File: config.mk
export PLATFORM = sky130hd
export DESIGN_NAME = seg7_scan_ctrl
export DESIGN_NICKNAME = d
export VERILOG_FILES = /design/src/rtl/seg7_scan_ctrl.sv
export SDC_FILE = /design/constraint.sdc
export NUM_CORES = 1
export LEC_CHECK = 0
export CORE_MARGIN = 3
export CORE_UTILIZATION = 45
export DETAILED_ROUTE_END_ITERATION = 10
export GPL_ROUTABILITY_DRIVEN = 1
export PLACE_DENSITY = 0.64
export SYNTH_ARGS = -nofsm -noshare
export SYNTH_HDL_FRONTEND = slang
export SYNTH_SLANG_ARGS = --single-unit
File: constraint.sdc
create_clock -name clk -period 3.7 [get_ports clk]
set_input_delay 0.555 -clock clk [delete_from_list [all_inputs] [get_ports clk]]
set_output_delay 0.555 -clock clk [all_outputs]
set_load 0.005 [all_outputs]
File: src/rtl/seg7_scan_ctrl.sv
// seg7_scan_ctrl
//   Time-multiplexed scan controller for NDIG common-anode 7-segment digits that
//   share one BCD-to-7-segment decoder. Each digit is driven for PRESCALE cycles,
//   followed by GAP cycles with every anode off to avoid ghosting. New display
//   values land in a shadow register and are committed only at frame wrap.
//
//   Optional feature: define SEG7_LZB_EN to enable leading-zero blanking
//   (digit 0 is never blanked; a blanked digit still gets its anode slot).
//
// Ports
//   clk        : system clock, rising edge
//   rst_n      : synchronous active-low reset
//   en         : scan enable; 0 forces the display off
//   load       : strobe capturing value into the shadow register
//   value      : packed BCD, digit k at value[4k+3:4k]
//   dec_a      : BCD code to the shared decoder (4'hF = blank)
//   an         : active-low anode selects
//   pending    : shadow holds a value not yet committed
//   frame_done : one-cycle pulse at each frame wrap
module seg7_scan_ctrl #(
    parameter int unsigned NDIG     = 4,
    parameter int unsigned PRESCALE = 50000,
    parameter int unsigned GAP      = 4
) (
    input  logic                clk,
    input  logic                rst_n,
    input  logic                en,
    input  logic                load,
    input  logic [4*NDIG-1:0]   value,
    output logic [3:0]          dec_a,
    output logic [NDIG-1:0]     an,
    output logic                pending,
    output logic                frame_done
);

    localparam int unsigned CMAX = (PRESCALE > GAP) ? PRESCALE : GAP;
    localparam int unsigned CW   = $clog2(CMAX);
    localparam int unsigned IW   = $clog2(NDIG);

    typedef enum logic [1:0] {StOff, StDrive, StGap} state_e;

    state_e              state_q;
    logic [CW-1:0]       cnt_q;
    logic [IW-1:0]       idx_q;
    logic [4*NDIG-1:0]   disp_q, disp_d;
    logic [4*NDIG-1:0]   shadow_q, shadow_d;
    logic                pending_q, pending_d;
    logic [NDIG-1:0]     an_q;
    logic [3:0]          dec_q;
    logic                frame_done_q;

    logic                gap_end;
    logic                wrap;
    logic [IW-1:0]       drive_idx;
    logic [NDIG-1:0]     blank;
    logic [3:0]          drive_code;
`ifdef SEG7_LZB_EN
    logic                zero_run;
`endif

    // Next-cycle buffer updates and the code for whichever digit is driven next.
    // drive_code is derived from disp_d so digit 0 of a new frame already shows
    // the value committed on that same edge.
    always_comb begin
        gap_end   = (state_q == StGap) && (cnt_q == CW'(GAP - 1)) && en;
        wrap      = gap_end && (idx_q == IW'(NDIG - 1));

        disp_d    = (wrap && pending_q) ? shadow_q : disp_q;
        shadow_d  = load ? value : shadow_q;
        pending_d = load ? 1'b1 : (wrap ? 1'b0 : pending_q);

        blank = '0;
`ifdef SEG7_LZB_EN
        zero_run = 1'b1;
        for (int k = NDIG - 1; k >= 1; k--) begin
            zero_run = zero_run && (disp_d[4*k +: 4] == 4'h0);
            blank[k] = zero_run;
        end
`endif

        if (state_q == StOff || wrap) begin
            drive_idx = '0;
        end else begin
            drive_idx = idx_q + IW'(1);
        end
        drive_code = blank[drive_idx] ? 4'hF : disp_d[{drive_idx, 2'b00} +: 4];
    end

    always_ff @(posedge clk) begin
        if (!rst_n) begin
            state_q      <= StOff;
            cnt_q        <= '0;
            idx_q        <= '0;
            disp_q       <= '1;
            shadow_q     <= '1;
            pending_q    <= 1'b0;
            an_q         <= '1;
            dec_q        <= 4'hF;
            frame_done_q <= 1'b0;
        end else begin
            disp_q       <= disp_d;
            shadow_q     <= shadow_d;
            pending_q    <= pending_d;
            frame_done_q <= 1'b0;
            if (!en) begin
                state_q <= StOff;
                cnt_q   <= '0;
                idx_q   <= '0;
                an_q    <= '1;
                dec_q   <= 4'hF;
            end else begin
                unique case (state_q)
                    StOff: begin
                        state_q <= StDrive;
                        cnt_q   <= '0;
                        idx_q   <= '0;
                        an_q    <= ~(NDIG'(1));
                        dec_q   <= drive_code;
                    end
                    StDrive: begin
                        if (cnt_q == CW'(PRESCALE - 1)) begin
                            state_q <= StGap;
                            cnt_q   <= '0;
                            an_q    <= '1;
                            dec_q   <= 4'hF;
                        end else begin
                            cnt_q <= cnt_q + CW'(1);
                        end
                    end
                    StGap: begin
                        if (gap_end) begin
                            state_q      <= StDrive;
                            cnt_q        <= '0;
                            idx_q        <= drive_idx;
                            an_q         <= ~(NDIG'(1) << drive_idx);
                            dec_q        <= drive_code;
                            frame_done_q <= wrap;
                        end else begin
                            cnt_q <= cnt_q + CW'(1);
                        end
                    end
                    default: begin
                        state_q <= StOff;
                        cnt_q   <= '0;
                        idx_q   <= '0;
                        an_q    <= '1;
                        dec_q   <= 4'hF;
                    end
                endcase
            end
        end
    end

    assign an         = an_q;
    assign dec_a      = dec_q;
    assign pending    = pending_q;
    assign frame_done = frame_done_q;

endmodule
## After elaboration in Yosys (flattened, before gate mapping)

Cells that the tools add are included.

| storage, ports and cells | value |
|---|---|
| register bits | 62 |
| bits of input ports | 20 |
| output and inout bits | 10 |
| logic and storage cells | 54 |

| cells by class | value |
|---|---|
| $add $sub $neg | 2 |
| magnitude comparators | 1 |
| equal/unequal tests | 7 |
| shift-type cells | 2 |
| multiplexer cells | 20 |
| bitwise gates (word level) | 2 |
| reduce and logical (&&, ||, !) cells | 11 |

Operators by type and width:

| operator | count |
|---|---|
| two-way mux 16 bit | 3 |
| one-hot mux 16 bit (2 select lines) | 1 |
| one-hot mux 4 bit (3 select lines) | 2 |
| adder 16 x 1 -> 16 bit (second input constant) | 1 |
| == test 16 bit (second input constant) | 1 |
| == test 16 x 2 -> 1 bit (second input constant) | 1 |
| two-way mux 4 bit | 4 |
| variable part select 16 x 5 -> 4 bit | 1 |
| two-way mux 2 bit | 4 |
| one-hot mux 2 bit (3 select lines) | 1 |
| AND reduction 2 bit | 3 |
| == test 2 bit (second input constant) | 2 |
| logical AND 1 bit | 4 |
| != test 2 bit (second input constant) | 2 |
| NOT 4 bit | 1 |
| one-hot mux 2 bit (2 select lines) | 1 |
| AND reduction 4 bit | 1 |
| left shift 1 x 2 -> 4 bit (first input constant) | 1 |
| < comparator 2 x 3 -> 1 bit (second input constant) | 1 |
| two-way mux 1 bit | 3 |
| adder 2 x 1 -> 2 bit (second input constant) | 1 |
| binary-select mux 1 bit (select 2 bit) | 1 |
| == test 2 x 1 -> 1 bit (second input constant) | 1 |
| zero test 2 bit | 1 |
| 3 further kinds | 3 |

## Depth between registers and ports, before layout

| logic depth | value |
|---|---|
| depth in word-level cells | 11 |
| gate-level depth with buffers | 9 |
| mapped depth without buffers | 8 |

## Worst setup path after synthesis

OpenSTA, ideal clock, no wires.

| timing | value |
|---|---|
| path type | register -> register |
| start point | register cnt_q[10] |
| end point | register dec_q[2] (netlist: dec_a[2]) |
| library setup time | 0.138 ns |
| arrival time | 2.363 ns |
| data required time | 3.562 ns |
| slack | 1.200 ns |
| stages on the path, launching flop included | 8 |
| path buffers | 1 |
| clock period less this slack | 2.500 ns |
| cells stage by stage | dfxtp_1 > or4_4 > nor4_4 > and4_4 > buf_12 > mux2_4 > a2111oi_1 > a32oi_1 |

| between the ends | value |
|---|---|
| longest elaborated chain between the ends | 11 |
| elaborated cells between the ends (all ways) | 18 |
| those cells by class | 4 x eq/ne; 1 x shift; 7 x mux; 6 x reduce/logical |

Ends and longest elaborated chain:

| what | RTL line | source |
|---|---|---|
| start: declaration | 43 | `logic [CW-1:0] cnt_q;` |
| start signal: assignment | 127 | `cnt_q <= cnt_q + CW'(1);` |
| start signal: assignment | 139 | `cnt_q <= cnt_q + CW'(1);` |
| parallel branches: the longest is 11 deep, another holds == test 16 x 2 -> 1 bit | n/a |  |
| end signal: assignment | 118 | `dec_q <= drive_code;` |
| end signal: assignment | 136 | `dec_q <= drive_code;` |
| end: declaration | 49 | `logic [3:0] dec_q;` |

Several ways; the timed one is not identified. The select of a mux whose other input is x is not followed.
A chain may end at the register's enable or synchronous reset.

## Final worst setup path

| timing | value |
|---|---|
| start point | register state_q[0] |
| end point | register dec_q[3] (netlist: dec_a[3]) |

| between the ends | value |
|---|---|
| longest elaborated chain between the ends | 11 |
| elaborated cells between the ends (all ways) | 19 |
| those cells by class | 4 x eq/ne; 1 x shift; 7 x mux; 7 x reduce/logical |

Ends and longest elaborated chain:

| what | RTL line | source |
|---|---|---|
| start: declaration | 42 | `state_e state_q;` |
| start signal: assignment | 91 | `state_q <= StOff;` |
| start signal: assignment | 106 | `state_q <= StOff;` |
| start signal: assignment | 114 | `state_q <= StDrive;` |
| parallel branches: the longest is 11 deep, another holds two-way mux 16 bit | n/a |  |

Several ways; the timed one is not identified. The select of a mux whose other input is x is not followed.

==> results.sh <==
export IMPL_hp_start="cnt_q[0]$_SDFF_PN0_"
export IMPL_syn_nets=304
export IMPL_reg2regPathDepth=8
export IMPL_drc=0
export IMPL_synth_distinct_cells=47
export IMPL_hold_viol_final=0
export IMPL_ys_ff_latch=62
export IMPL_worst_slew_pin_slew_ns=0.992
export IMPL_intPower_mw=1.26
export IMPL_num_fill_cells=505
export IMPL_total_power_mw=1.56
export IMPL_async_reset_ff_share_pct=0
export IMPL_grt_pass1_vias=1951
export IMPL_power_per_cell_area_nw_per_um2=470
export IMPL_wirelength_mm=5.34
export IMPL_die_h_um=83.6
export IMPL_hold_class="reg2reg"
export IMPL_initial_utilization_pct=47.7
export IMPL_post_route_period_util_pct=75.8
export IMPL_clkLatencyLatePin_ns=0.33
export IMPL_p_leak_nw=1.26
export IMPL_yosys_warnings=0
export IMPL_core_sq_um=5680
export IMPL_critPathMaxFanout=10
export IMPL_hpwl_mm=3.75
export IMPL_routed_via_density=5.20
export IMPL_diodes=0
export IMPL_track_usage_pct=16.4
export IMPL_drive_above_1_share_pct=11.1
export IMPL_wl_met1_mm=2.66
export IMPL_cts_root_buf="clkbuf_8"
export IMPL_fmax_ghz=0.356
export IMPL_endpoint_kind="register"
export IMPL_wire_per_inst_um=13.8
export IMPL_irDropWorstVdd_v=0.000339
export IMPL_top_layer="met4"
export IMPL_io_pins=30
export IMPL_cp_arrival_ns=3.00
export IMPL_power_switching_mw=0.305
export IMPL_route_met2_wl_mm=2.33
export IMPL_met3_length_um=229
export IMPL_grt_setup_unrepaired="false"
export IMPL_final_area_sq_um=3320
export IMPL_dpl_cell_area_sq_um=3050
export IMPL_drtPass1Iterations=4
export IMPL_synth_area_sq_um=2710
export IMPL_layout_nets=337
export IMPL_hold_depth=1
export IMPL_startpoint="state_q[0]$_SDFFE_PN0P_"
export IMPL_critical_path_class="reg2reg"
export IMPL_ys_seq_area_share_pct=45.8
export IMPL_drt_iter0_drc=83
export IMPL_cts_setup_buffers=0
export IMPL_outcome="finished, final reports clean"
export IMPL_timing_slew_headroom_pct=33.6
export IMPL_cts_buffer_depth=2
export IMPL_numPortBuffers=29
export IMPL_required_ns=3.89
export IMPL_grt_pass1_wl_mm=9.25
export IMPL_p_sw_share_pct=19.5
export IMPL_grt_max_degree=33
export IMPL_rrSetupSlack_ns=0.89
export IMPL_drtAntennaViolNets=0
export IMPL_tritoncts="yes"
export IMPL_num_vias=2016
export IMPL_crit_reg2reg_launch="state_q[0]$_SDFFE_PN0P_"
export IMPL_clock_sinks=62
export IMPL_drv_cap=0
export IMPL_worst_setup_path_start_kind="register"
export IMPL_synth_avg_cell_area_sq_um=9.74
export IMPL_r2r_end="dec_a[3]$_SDFFE_PN1P_"
export IMPL_die_x_um=83.6
export IMPL_synth_edf_count=0
export IMPL_numCtsBuffers=9
export IMPL_fp_row_count=27
export IMPL_htree_levels=3
export IMPL_p_clk_share_pct=50.7
export IMPL_holdBufCountCts=0
export IMPL_path_clk_slew_ns=0.07
export IMPL_setup_viol=0
export IMPL_min_period_ns=2.81
export IMPL_layout_area_overhead_vs_synth_pct=22.6
export IMPL_netlist_instances=278
export IMPL_hold_path_end="cnt_q[0]$_SDFF_PN0_"
export IMPL_tns_ns=0
export IMPL_grt_overflow=0
export IMPL_slew_viol_final=0
export IMPL_fin_skew_ns=0.00476
export IMPL_antenna_found_initial=0
export IMPL_synth_ff_type="dfxtp_1"
export IMPL_cts_repair_resized=0
export IMPL_p_seq_share_pct=44.3
export IMPL_pwr_share_comb_pct=5.1
export IMPL_die_area_sq_um=6990
export IMPL_gp_congestion=0.783
synthesized netlist by cell type, drive strengths merged (2+ instances only):
library cell | n | area [sq um]
dfxtp | 62 | 1240
or2 | 3 | 18.8
inv | 8 | 30.0
a2111oi | 3 | 33.8
clkbuf | 4 | 15.0
mux4 | 4 | 97.6
buf | 6 | 45.1
xnor2 | 8 | 70.1
o21ai | 6 | 30.0
mux2i | 29 | 290
nand2 | 44 | 165
nor3 | 6 | 30.0
a21o | 2 | 16.3
and3 | 9 | 56.3
mux2 | 3 | 41.3
or3 | 2 | 12.5
a21oi | 6 | 30.0
nand2b | 2 | 12.5
a32oi | 3 | 26.3
nor2 | 30 | 113
xor2 | 6 | 52.6
nand3 | 9 | 50.1
ha | 6 | 75.1
nor4 | 4 | 40.0
flip-flops by register name, indices dropped and copies added, names as in the netlist:
signal	cells
frame_done	1
idx_q	2
pending	1
shadow_q	16
disp_q	16
an	4
state_q	2
cnt_q	16
dec_a	4
logic make-up after synthesis:
family	share of synthesized area (%)
fa+ha+maj	2.77
simple gates	21.0
xor+xnor	4.53
compound gates	6.70
flops	45.8
buf+inv	3.33
mux	15.8
worst max-delay path by stage:
stage | end | slack, ns
2_1_floorplan | dec_a[2]$_SDFFE_PN1P_ | 1.20
3_3_place_gp | dec_a[3]$_SDFFE_PN1P_ | 0.68
3_5_place_dp | dec_a[3]$_SDFFE_PN1P_ | 0.64
4_1_cts | dec_a[3]$_SDFFE_PN1P_ | 0.90
5_1_grt | dec_a[3]$_SDFFE_PN1P_ | 0.73
6_report | dec_a[3]$_SDFFE_PN1P_ | 0.89
stage by stage:
| stage | std cells | hold slack (ns) | utilization (%) | setup WS, ns |
|---|---|---|---|---|
| floorplan | 278 | 0.413 | - | 1.20 |
| global placement | 372 | 0.425 | 53.8 | 0.680 |
| detailed placement | 372 | 0.432 | 53.8 | 0.637 |
| CTS | 388 | 0.442 | 58.5 | 0.900 |
| global route | 388 | 0.468 | 58.5 | 0.732 |
| finish | 388 | 0.444 | 58.5 | 0.895 |
power by group through the flow:
stage | sequential [mW] | clock (mW) | combinational, mW
after floorplan | 0.703 | 0 | 0.0435
after global placement | 0.706 | 0 | 0.0788
after detailed placement | 0.706 | 0 | 0.0794
after CTS | 0.691 | 0.807 | 0.0797
after global routing | 0.693 | 0.841 | 0.0867
final | 0.691 | 0.791 | 0.0790
layout make-up:
cell class / instances / area [sq um] / area share (%)
clock buffers: 10 / 138 / 4.14
flip-flops and latches: 62 / 1240 / 37.4
multi-input cells: 198 / 1380 / 41.5
inverters: 8 / 30.0 / 0.904
repair buffers: 32 / 313 / 9.42
clock inverters: 6 / 133 / 3.99
well taps: 72 / 90.1 / 2.71
critical path: stages (launching register included):
cell       delay, ns
dfxtp_1         0.35
inv_1           0.09
ha_1            0.29
nor4bb_1        0.30
and4b_1         0.34
and4_4          0.38
mux2_2          0.37
a2111oi_0       0.39
a32oi_1         0.16
placed cells by master (no fill, tap or decap), types with 2 or more instances in the layout:
master	n
a21oi_1	6
a32oi_1	3
and3_1	9
buf_4	3
bufinv_16	4
clkbuf_8	10
clkdlybuf4s50_1	29
dfxtp_1	62
ha_1	6
inv_1	8
mux2_4	2
mux2i_1	29
mux4_1	2
mux4_2	2
nand2_1	44
nand2b_1	2
nand3_1	8
nor2_1	30
nor3_1	6
nor4_1	3
o21ai_0	6
or2_2	3
or3_1	2
xnor2_1	8
xor2_1	6
routing by layer:
metal | vias to the layer above | global-route usage, %
li1 | 1038 | -
met1 | 928 | 22.2
met2 | 40 | 24.1
met3 | 10 | 5.43
met4 | 0 | 6.43
met5 | - | 0
(Power assumes the default switching activity.)
